### src/rtl/fpcvt_pkg.sv
// Shared FPCVT types and constants: 8-bit compressed float {S, E[2:0], F[3:0]}.
// FP_TO_TWOS_MIDPOINT_EN adds half-LSB reconstruction bias in fp_mag().
package fpcvt_pkg;

  localparam int DW    = 12;
  localparam int EW    = 3;
  localparam int FW    = 4;
  localparam int MAG_W = 11;
  localparam logic [MAG_W-1:0] MAX_MAG = 11'd1920;

  typedef struct packed {
    logic          sign;
    logic [EW-1:0] exp;
    logic [FW-1:0] sig;
  } fp8_t;

  // F=0 stays exactly zero in both builds, so the bias never creates a value from nothing
  function automatic logic [MAG_W-1:0] fp_mag(input fp8_t f);
    logic [MAG_W-1:0] m;
    m = MAG_W'(f.sig) << f.exp;
`ifdef FP_TO_TWOS_MIDPOINT_EN
    if ((f.exp != '0) && (f.sig != '0))
      m = m + (MAG_W'(1) << (f.exp - 3'd1));
`endif
    return m;
  endfunction

endpackage

### src/rtl/fp_to_twos_if.sv
// Input/output handshake bundle for fp_to_twos; slave = decoder, master = driver/sink.
interface fp_to_twos_if;
  import fpcvt_pkg::*;

  logic          in_valid;
  logic          in_ready;
  logic          in_sign;
  logic [EW-1:0] in_exp;
  logic [FW-1:0] in_sig;
  logic          out_valid;
  logic          out_ready;
  logic [DW-1:0] out_data;
  logic          out_neg_zero;

  modport slave (
    input  in_valid, in_sign, in_exp, in_sig, out_ready,
    output in_ready, out_valid, out_data, out_neg_zero
  );

  modport master (
    output in_valid, in_sign, in_exp, in_sig, out_ready,
    input  in_ready, out_valid, out_data, out_neg_zero
  );

endinterface

### src/rtl/mag_to_twos.sv
// Magnitude + sign to two's complement; zero magnitude with sign set flags neg_zero.
module mag_to_twos
  import fpcvt_pkg::*;
(
  input  logic [MAG_W-1:0] mag_i,
  input  logic             sign_i,
  output logic [DW-1:0]    data_o,
  output logic             neg_zero_o
);

  logic [DW-1:0] ext;

  assign ext = {1'b0, mag_i};
  // ~0 + 1 wraps to 0 in DW bits, so negative zero lands on 12'h000 cleanly
  assign data_o     = sign_i ? (~ext + DW'(1)) : ext;
  assign neg_zero_o = sign_i & (mag_i == '0);

endmodule

### src/rtl/fp_to_twos.sv
// 2-stage compressed-float to 12-bit two's complement decoder with valid/ready.
// Build option FP_TO_TWOS_MIDPOINT_EN enables midpoint (half-LSB) reconstruction.
module fp_to_twos
  import fpcvt_pkg::*;
(
  input logic         clk,
  input logic         rst,
  fp_to_twos_if.slave bus
);

  fp8_t             in_fp;
  logic             in_fire;
  logic             s1_adv;

  logic             s1_valid_q, s1_valid_d;
  logic [MAG_W-1:0] s1_mag_q,   s1_mag_d;
  logic             s1_sign_q,  s1_sign_d;
  logic             s1_negz_q,  s1_negz_d;

  logic             s2_valid_q, s2_valid_d;
  logic [DW-1:0]    s2_data_q,  s2_data_d;
  logic             s2_negz_q,  s2_negz_d;

  logic [DW-1:0]    twos_data;
  logic             twos_negz;

  assign in_fp   = '{sign: bus.in_sign, exp: bus.in_exp, sig: bus.in_sig};
  assign s1_adv  = s1_valid_q & (~s2_valid_q | bus.out_ready);
  assign in_fire = bus.in_valid & bus.in_ready;

  assign bus.in_ready     = ~s1_valid_q | s1_adv;
  assign bus.out_valid    = s2_valid_q;
  assign bus.out_data     = s2_data_q;
  assign bus.out_neg_zero = s2_negz_q;

  mag_to_twos u_mag_to_twos (
    .mag_i      (s1_mag_q),
    .sign_i     (s1_sign_q),
    .data_o     (twos_data),
    .neg_zero_o (twos_negz)
  );

  always_comb begin
    s1_valid_d = in_fire | (s1_valid_q & ~s1_adv);
    s1_mag_d   = s1_mag_q;
    s1_sign_d  = s1_sign_q;
    s1_negz_d  = s1_negz_q;
    if (in_fire) begin
      s1_mag_d  = fp_mag(in_fp);
      s1_sign_d = in_fp.sign;
      s1_negz_d = in_fp.sign & (in_fp.sig == '0);
    end
  end

  // Stage 2 only moves on s1_adv, so a stalled output keeps its data
  always_comb begin
    s2_valid_d = s1_adv | (s2_valid_q & ~bus.out_ready);
    s2_data_d  = s2_data_q;
    s2_negz_d  = s2_negz_q;
    if (s1_adv) begin
      s2_data_d = twos_data;
      s2_negz_d = s1_negz_q | twos_negz;
    end
  end

  always_ff @(posedge clk) begin
    if (rst) begin
      s1_valid_q <= 1'b0;
      s1_mag_q   <= '0;
      s1_sign_q  <= 1'b0;
      s1_negz_q  <= 1'b0;
      s2_valid_q <= 1'b0;
      s2_data_q  <= '0;
      s2_negz_q  <= 1'b0;
    end else begin
      s1_valid_q <= s1_valid_d;
      s1_mag_q   <= s1_mag_d;
      s1_sign_q  <= s1_sign_d;
      s1_negz_q  <= s1_negz_d;
      s2_valid_q <= s2_valid_d;
      s2_data_q  <= s2_data_d;
      s2_negz_q  <= s2_negz_d;
    end
  end

endmodule

### src/flat_wrapper.sv
// flat-port wrapper written by rule: the top's interface ports become plain ports
module fp_to_twos_flat import fpcvt_pkg::*;
  (clk, rst, bus_in_valid, bus_in_sign, bus_in_exp, bus_in_sig, bus_out_ready, bus_in_ready, bus_out_valid, bus_out_data, bus_out_neg_zero);
  fp_to_twos_if bus_i ();
  input logic clk;
  input logic rst;
  input wire logic [$bits(bus_i.in_valid)-1:0] bus_in_valid;
  input wire logic [$bits(bus_i.in_sign)-1:0] bus_in_sign;
  input wire logic [$bits(bus_i.in_exp)-1:0] bus_in_exp;
  input wire logic [$bits(bus_i.in_sig)-1:0] bus_in_sig;
  input wire logic [$bits(bus_i.out_ready)-1:0] bus_out_ready;
  output wire logic [$bits(bus_i.in_ready)-1:0] bus_in_ready;
  output wire logic [$bits(bus_i.out_valid)-1:0] bus_out_valid;
  output wire logic [$bits(bus_i.out_data)-1:0] bus_out_data;
  output wire logic [$bits(bus_i.out_neg_zero)-1:0] bus_out_neg_zero;
  assign bus_i.in_valid = bus_in_valid;
  assign bus_i.in_sign = bus_in_sign;
  assign bus_i.in_exp = bus_in_exp;
  assign bus_i.in_sig = bus_in_sig;
  assign bus_i.out_ready = bus_out_ready;
  assign bus_in_ready = bus_i.in_ready;
  assign bus_out_valid = bus_i.out_valid;
  assign bus_out_data = bus_i.out_data;
  assign bus_out_neg_zero = bus_i.out_neg_zero;
  fp_to_twos u_core (.clk(clk), .rst(rst), .bus(bus_i));
endmodule
### config.mk
export PLATFORM = sky130hd
export DESIGN_NAME = fp_to_twos_flat
export DESIGN_NICKNAME = d
export VERILOG_FILES = /design/src/rtl/fpcvt_pkg.sv /design/src/rtl/fp_to_twos_if.sv /design/src/rtl/mag_to_twos.sv /design/src/rtl/fp_to_twos.sv /design/src/flat_wrapper.sv
export SDC_FILE = /design/constraint.sdc
export NUM_CORES = 1
export LEC_CHECK = 0
export CAP_MARGIN = 25
export CORE_ASPECT_RATIO = 1.1
export CORE_UTILIZATION = 45
export CTS_BUF_LIST = sky130_fd_sc_hd__clkbuf_8 sky130_fd_sc_hd__clkbuf_16
export DETAILED_ROUTE_END_ITERATION = 8
export PLACE_DENSITY = 0.67
export SYNTH_ARGS = -nofsm -noshare
export SYNTH_HDL_FRONTEND = slang
export SYNTH_SLANG_ARGS = --single-unit
### constraint.sdc
create_clock -name clk -period 3.8 [get_ports clk]
set_input_delay 0.76 -clock clk [delete_from_list [all_inputs] [get_ports clk]]
set_output_delay 0.76 -clock clk [all_outputs]
set_load 0.05 [all_outputs]
# After elaboration in Yosys (flattened, before gate mapping)
# Cells that the tools add are included.
# W data, S select, Z words.
[totals]
inputBits = 12
wordCells = 28
latch_bits = 0
mem_count = 0
output_inout_bits = 15
ff_bits = 28
mem_bits_rw = 0
mem_bits_ro = 0
[op_classes]
mux = 1
div_mod_pow = 0
n_bitwise = 16
multipliers = 0
n_lt_le_gt_ge = 0
shifts = 1
reduce_logical = 2
eq_ne = 0
n_addsub = 1
[ops]
columns = ["op", "count"]
rows = [
  ["$add A12 B1 Y12 const B", 1],
  ["$mux W12", 1],
  ["$not A11 Y12", 1],
  ["$logic_not A11 Y1", 1],
  ["$shl A4 B3 Y11", 1],
  ["$and A1 B1 Y1", 6],
  ["$or A1 B1 Y1", 5],
  ["$logic_not A4 Y1", 1],
  ["$not A1 Y1", 4],
]

# Longest topological paths before layout
[logic_depth]
word_depth = 6
depth_mapped = 6
ltp_nobuf = 6

# Hierarchy
# Synthesis repeated with hierarchy kept, for this count alone.
[hier_totals]
cells_unflattened = 183
hier_area_um2 = 1545.2
[modules_own_cells]
columns = ["module", "seq_area_each_um2", "instances", "area_per_inst_um2", "cells_each"]
rows = [
  ["fp_to_twos", 560.5, 1, 1267.5, 147],
  ["mag_to_twos", 0.0, 1, 277.8, 36],
]

# Least setup slack after synthesis
# No wires, ideal clock.
[synth_path]
kind = "input to register"
startpoint = "input bus_out_ready"
endpoint = "register u_core.s1_mag_q[6]"
path_buffers = 1
path_slack_ns = 1.600
setup_ns = 0.070
cell_stages = 5
t_required_ns = 3.730
t_arrival_ns = 2.130
path_cell_list = "nand3b_1 > nand2_1 > clkbuf_1 > nand2_1 > a21oi_1"
[synth_between]
elab_chain_len = 4
[synth_lines]
columns = ["element", "line", "text"]
rows = [
  ["start: declaration", "flat_wrapper.sv:11", "input wire logic [$bits(bus_i.out_ready)-1:0] bus_out_ready;"],
  ["$or A1 B1 Y1", "fp_to_twos.sv:28", "assign s1_adv = s1_valid_q & (~s2_valid_q | bus.out_ready);"],
  ["$and A1 B1 Y1", "fp_to_twos.sv:28", ""],
  ["$or A1 B1 Y1", "fp_to_twos.sv:31", "assign bus.in_ready = ~s1_valid_q | s1_adv;"],
  ["$and A1 B1 Y1", "fp_to_twos.sv:29", "assign in_fire = bus.in_valid & bus.in_ready;"],
  ["end signal: assignment", "fp_to_twos.sv:77", "s1_mag_q <= s1_mag_d;"],
  ["end: declaration", "fp_to_twos.sv:16", "logic [MAG_W-1:0] s1_mag_q, s1_mag_d;"],
]
# No other way between the ends.
# A chain may end at the register's enable or synchronous reset.

# Final worst setup path
[layout_path]
startpoint = "input bus_out_ready"
endpoint = "output bus_in_ready"
[layout_between]
elab_chain_len = 3
[layout_lines]
columns = ["element", "line", "text"]
rows = [
  ["$or A1 B1 Y1", "fp_to_twos.sv:28", ""],
  ["$and A1 B1 Y1", "fp_to_twos.sv:28", ""],
  ["$or A1 B1 Y1", "fp_to_twos.sv:31", ""],
  ["end: declaration", "flat_wrapper.sv:12", "output wire logic [$bits(bus_i.in_ready)-1:0] bus_in_ready;"],
]
# No other way between the ends.

==> metrics list <==
* Status: completed
* Post-detailed-placement cell area: 1670 um2
- Via count of the first global-routing pass: roughly 1.1k
- The slowest stage of the critical path belongs to the cell sky130_fd_sc_hd__clkdlybuf4s50_1.
- The core region is 2880 um2.
* Worst flop-to-flop path startpoint: u_core.s1_mag_q[0]
- DRC violation total after the first TritonRoute iteration: 12
- The tool flagged a number of max-cap violations equal to 0.
* Final routed wire length divided by cell count: around 13 um
- Summing all non-filler instances in the final layout gives an area of 1710 um2.
- For flop-to-flop paths, the worst setup slack is 1.98 ns.
* Synth Flop Type: sky130_fd_sc_hd__dfxtp_1
- Relative to the synthesized area, the layout overhead comes to 21.6%.
- Kind of critical path: in2out
* Part of the power in combinational logic: 22.3%
* Data arrival at the endpoint of the critical path: 2.23 ns
* List of cells traversed by the critical path: clkdlybuf4s50_1, nand3b_1, clkdlybuf4s50_1
- # port buffers: 26
* Antenna Violating Nets Remaining: 0
- The number of antenna diodes in the final layout is 0.
- For hold timing, the worst endpoint is u_core.bus.out_data[0].
- Global-route wire length before repair: 4730 um
- The final number of hold-violating endpoints is 0.
- Yosys reg bits: 28
- Part of the Yosys area used for sequential elements: 39.9%
- First-pass iteration count of the detailed router: 4
- Number of buffers added by the clock tree synthesis step: 3
- Max Used Layer: met4
- Summed over all nets, the switching power comes to between 0.00015 and 0.0002 W.
- Clock tree synthesis selected as its root buffer the cell sky130_fd_sc_hd__clkbuf_8.
* Post-Synthesis Cell Area: ~1400 um2
- Worst r2r path cells: 6
* Post-Route Setup TNS: 0 ns
- The worst setup path is captured at a primary output.
- Period utilization: 78.6%
- In the final layout, the share of cells above drive strength 1 is 5.32%.
* Horizontal extent of the die: 55.3 um
* Peak per-stage delay on the critical path: ~0.8 ns
- Largest fanout on the critical path: 4
* Cell accounting for the most synthesized area: sky130_fd_sc_hd__dfxtp_1
* Area enclosed by the die boundary: 3350 um2
- The total overflow left after global routing is 0.
* Kind of path behind the tightest hold check: reg2reg
- Routed wire length: approximately 2800 um
* Number of distinct library cells after synthesis: 39
- After detailed routing, the met2 layer carries 1380 um of wire.
* Most frequent standard cell in the layout excluding fill and tap cells: sky130_fd_sc_hd__dfxtp_1
- Clock transition at path regs: 0.09 ns
* Net Sw Frac: 29.4%
* Count of pins on the block boundary: 27
- Share of total power in sequential cells: 52.4%
- Top post-synthesis cells by area: sky130_fd_sc_hd__dfxtp_1, sky130_fd_sc_hd__nand2_1, sky130_fd_sc_hd__a211oi_1
* Clock latency on the worst-skew pair: 0.27 ns
- Peak supply drop: around 0.21 mV
- Filler Cell Count: 279
- Gates resized, CTS repair: 0
- TritonCTS built the clock tree.
* Count of buffers added by post-CTS timing repair for setup: 0
* Area of the multi-input gates: a little under 800 um2
* Area share of the largest cell type after synthesis: approximately two fifths
- Antenna violations before repair: 0
* # nets final: between 200 and 250
- After detailed routing, the number of vias per cell comes to 5.57.
- At the pin with the least slew margin, the transition time is 0.697 ns.
- Setup repair after global routing missed its margin: no
- The smallest clock period supported by the final layout is computed as 2.99 ns.
- Once the floorplan was initialized, standard cells occupied 48.8% of the core.
- DRC violations left: 0
* Fmax: 335 MHz
* Met1 Routed Length: 1290 um
- Depth of the CTS H-tree: 1
- Entering global routing, the biggest net connects 24 pins.
- At the worst endpoint, the required time is between 3 and 4 ns.
* Number of enable flip-flop cells after synthesis: 0
- Share of synthesized flip-flops with an asynchronous set or reset: 0%
* Clock power share: 25.3%
* Max_slew headroom: 53.5%
- Between clock sinks in the finished design, the worst skew comes to 0.00189 ns.
- Clock tree synthesis found a total of 28 sinks.
- Cell internal power was estimated by the tool at 0.000435 W.
* Mean instance size in the synthesized netlist: 8.27 um2
- The congestion estimate from routability-driven global placement came to 0.795.
* Count of vias placed by the detailed router: 1,230
- Yosys warnings: 0
- Hold repair after CTS inserted 0 buffers.
- The worst setup path is launched from an input port.
- For this design the ratio of total power to cell area is 360 nW/um2.
* GRT Util Overall: 17.6%
- Counting stages on the worst path, the most repeated cell is sky130_fd_sc_hd__clkdlybuf4s50_1.
- The worst hold path was traced through 2 stages.
- Setup violations remaining at the end of the flow were counted as 0.
- Summed over all cells, the static leakage comes to 0.613 nW.
- Std-Cell Rows: 20
- Placed wire-length estimate after detailed placement: 2130 um
- Most used cells in the layout excluding fill and tap cells: sky130_fd_sc_hd__dfxtp_1, sky130_fd_sc_hd__clkdlybuf4s50_1, sky130_fd_sc_hd__nand2_1
- The worst register-to-register path ends at u_core.bus.out_data[10].
- After technology mapping, the gate count stands at 170.
- Bufs on Longest Clock Path: 2
- From bottom edge to top edge, the die measures around 61 um.
- Counting every net in the synthesized netlist gives 183.
- The max-slew violation total from the final report was 0.
- Met3 WL post-DR: 83 um
* Hold path start: u_core.bus.out_data[0]
- Total area of sequential cells: 561 um2
-- final cells by class --
type,instances,share of cell area [%]
clock buffer,3,2.42
tap,33,2.42
sequential,28,32.8
inverter,8,1.76
timing repair buffer,27,15.7
multi-input combinational,122,44.9
-- cells in the mapped netlist, drive strengths merged, types with 3 or more instances --
library cell	number
or3	5
a211oi	10
mux2i	6
a21oi	15
nor2	15
clkbuf	10
nand2	21
xor2	6
nor3	7
inv	8
o41ai	3
dfxtp	28
nand3	5
o21ai	3
-- power by group through the flow --
| stage | Sequential (W) | Clock [W] | Combinational [W] |
|---|---|---|---|
| 2_1_floorplan | 0.000357 | 0 | 0.0000681 |
| 3_3_place_gp | 0.000329 | 0 | 0.000136 |
| 3_5_place_dp | 0.000330 | 0 | 0.000138 |
| 4_1_cts | 0.000323 | 0.000161 | 0.000138 |
| 5_1_grt | 0.000326 | 0.000173 | 0.000148 |
| 6_report | 0.000323 | 0.000156 | 0.000137 |
-- kinds of logic after synthesis --
| group | Yosys count | share of synthesized area [%] |
|---|---|---|
| muxes | 7 | 5.08 |
| AOI/OAI and AO/OA | 41 | 21.4 |
| buffers and inverters | 20 | 5.43 |
| xor gates and xnor gates | 7 | 4.36 |
| DFF | 28 | 39.9 |
| and+or+nand+nor | 66 | 23.0 |
| adders and majority gates | 1 | 0.890 |
-- worst max path at each step --
stage                     slack [ns]            endpoint          start  depth (start not counted)
after CTS                       0.82        bus_in_ready  bus_out_ready                          3
final                           0.81        bus_in_ready  bus_out_ready                          3
after floorplan                 1.60  u_core.s1_mag_q[6]  bus_out_ready                          5
after detailed placement        0.82        bus_in_ready  bus_out_ready                          3
after global placement          0.85        bus_in_ready  bus_out_ready                          3
after global routing            0.78        bus_in_ready  bus_out_ready                          3
-- sequential cells by signal, summed over array words and instances, names as in the netlist --
signal and cells:
u_core.s1_negz_q 1, u_core.s1_sign_q 1, u_core.bus.out_neg_zero 1, u_core.bus.out_valid 1, u_core.s1_mag_q 11, u_core.bus.out_data 12
u_core.s1_valid_q 1
-- per-layer routing --
metal	global-route usage, %	up-vias
met5	0	-
met4	6.07	0
met3	2.56	2
met2	34.1	25
met1	20.2	557
li1	-	646
-- stage by stage --
step / worst slack, ns / util, % / total power [W] / hold WS, ns / std cells
2_1_floorplan: 1.60 / - / 0.000425 / 0.436 / 170
3_3_place_gp: 0.853 / 58.0 / 0.000466 / 0.452 / 218
3_5_place_dp: 0.823 / 58.0 / 0.000468 / 0.459 / 218
4_1_cts: 0.819 / 59.4 / 0.000622 / 0.472 / 221
5_1_grt: 0.782 / 59.4 / 0.000647 / 0.498 / 221
6_report: 0.812 / 59.4 / 0.000616 / 0.466 / 221
-- critical path, delay by kind of cell --
family	cells	cell delay [ns]
simple gates	1	0.16
buf+inv	2	1.30
Power figures use the tool's default switching activity.
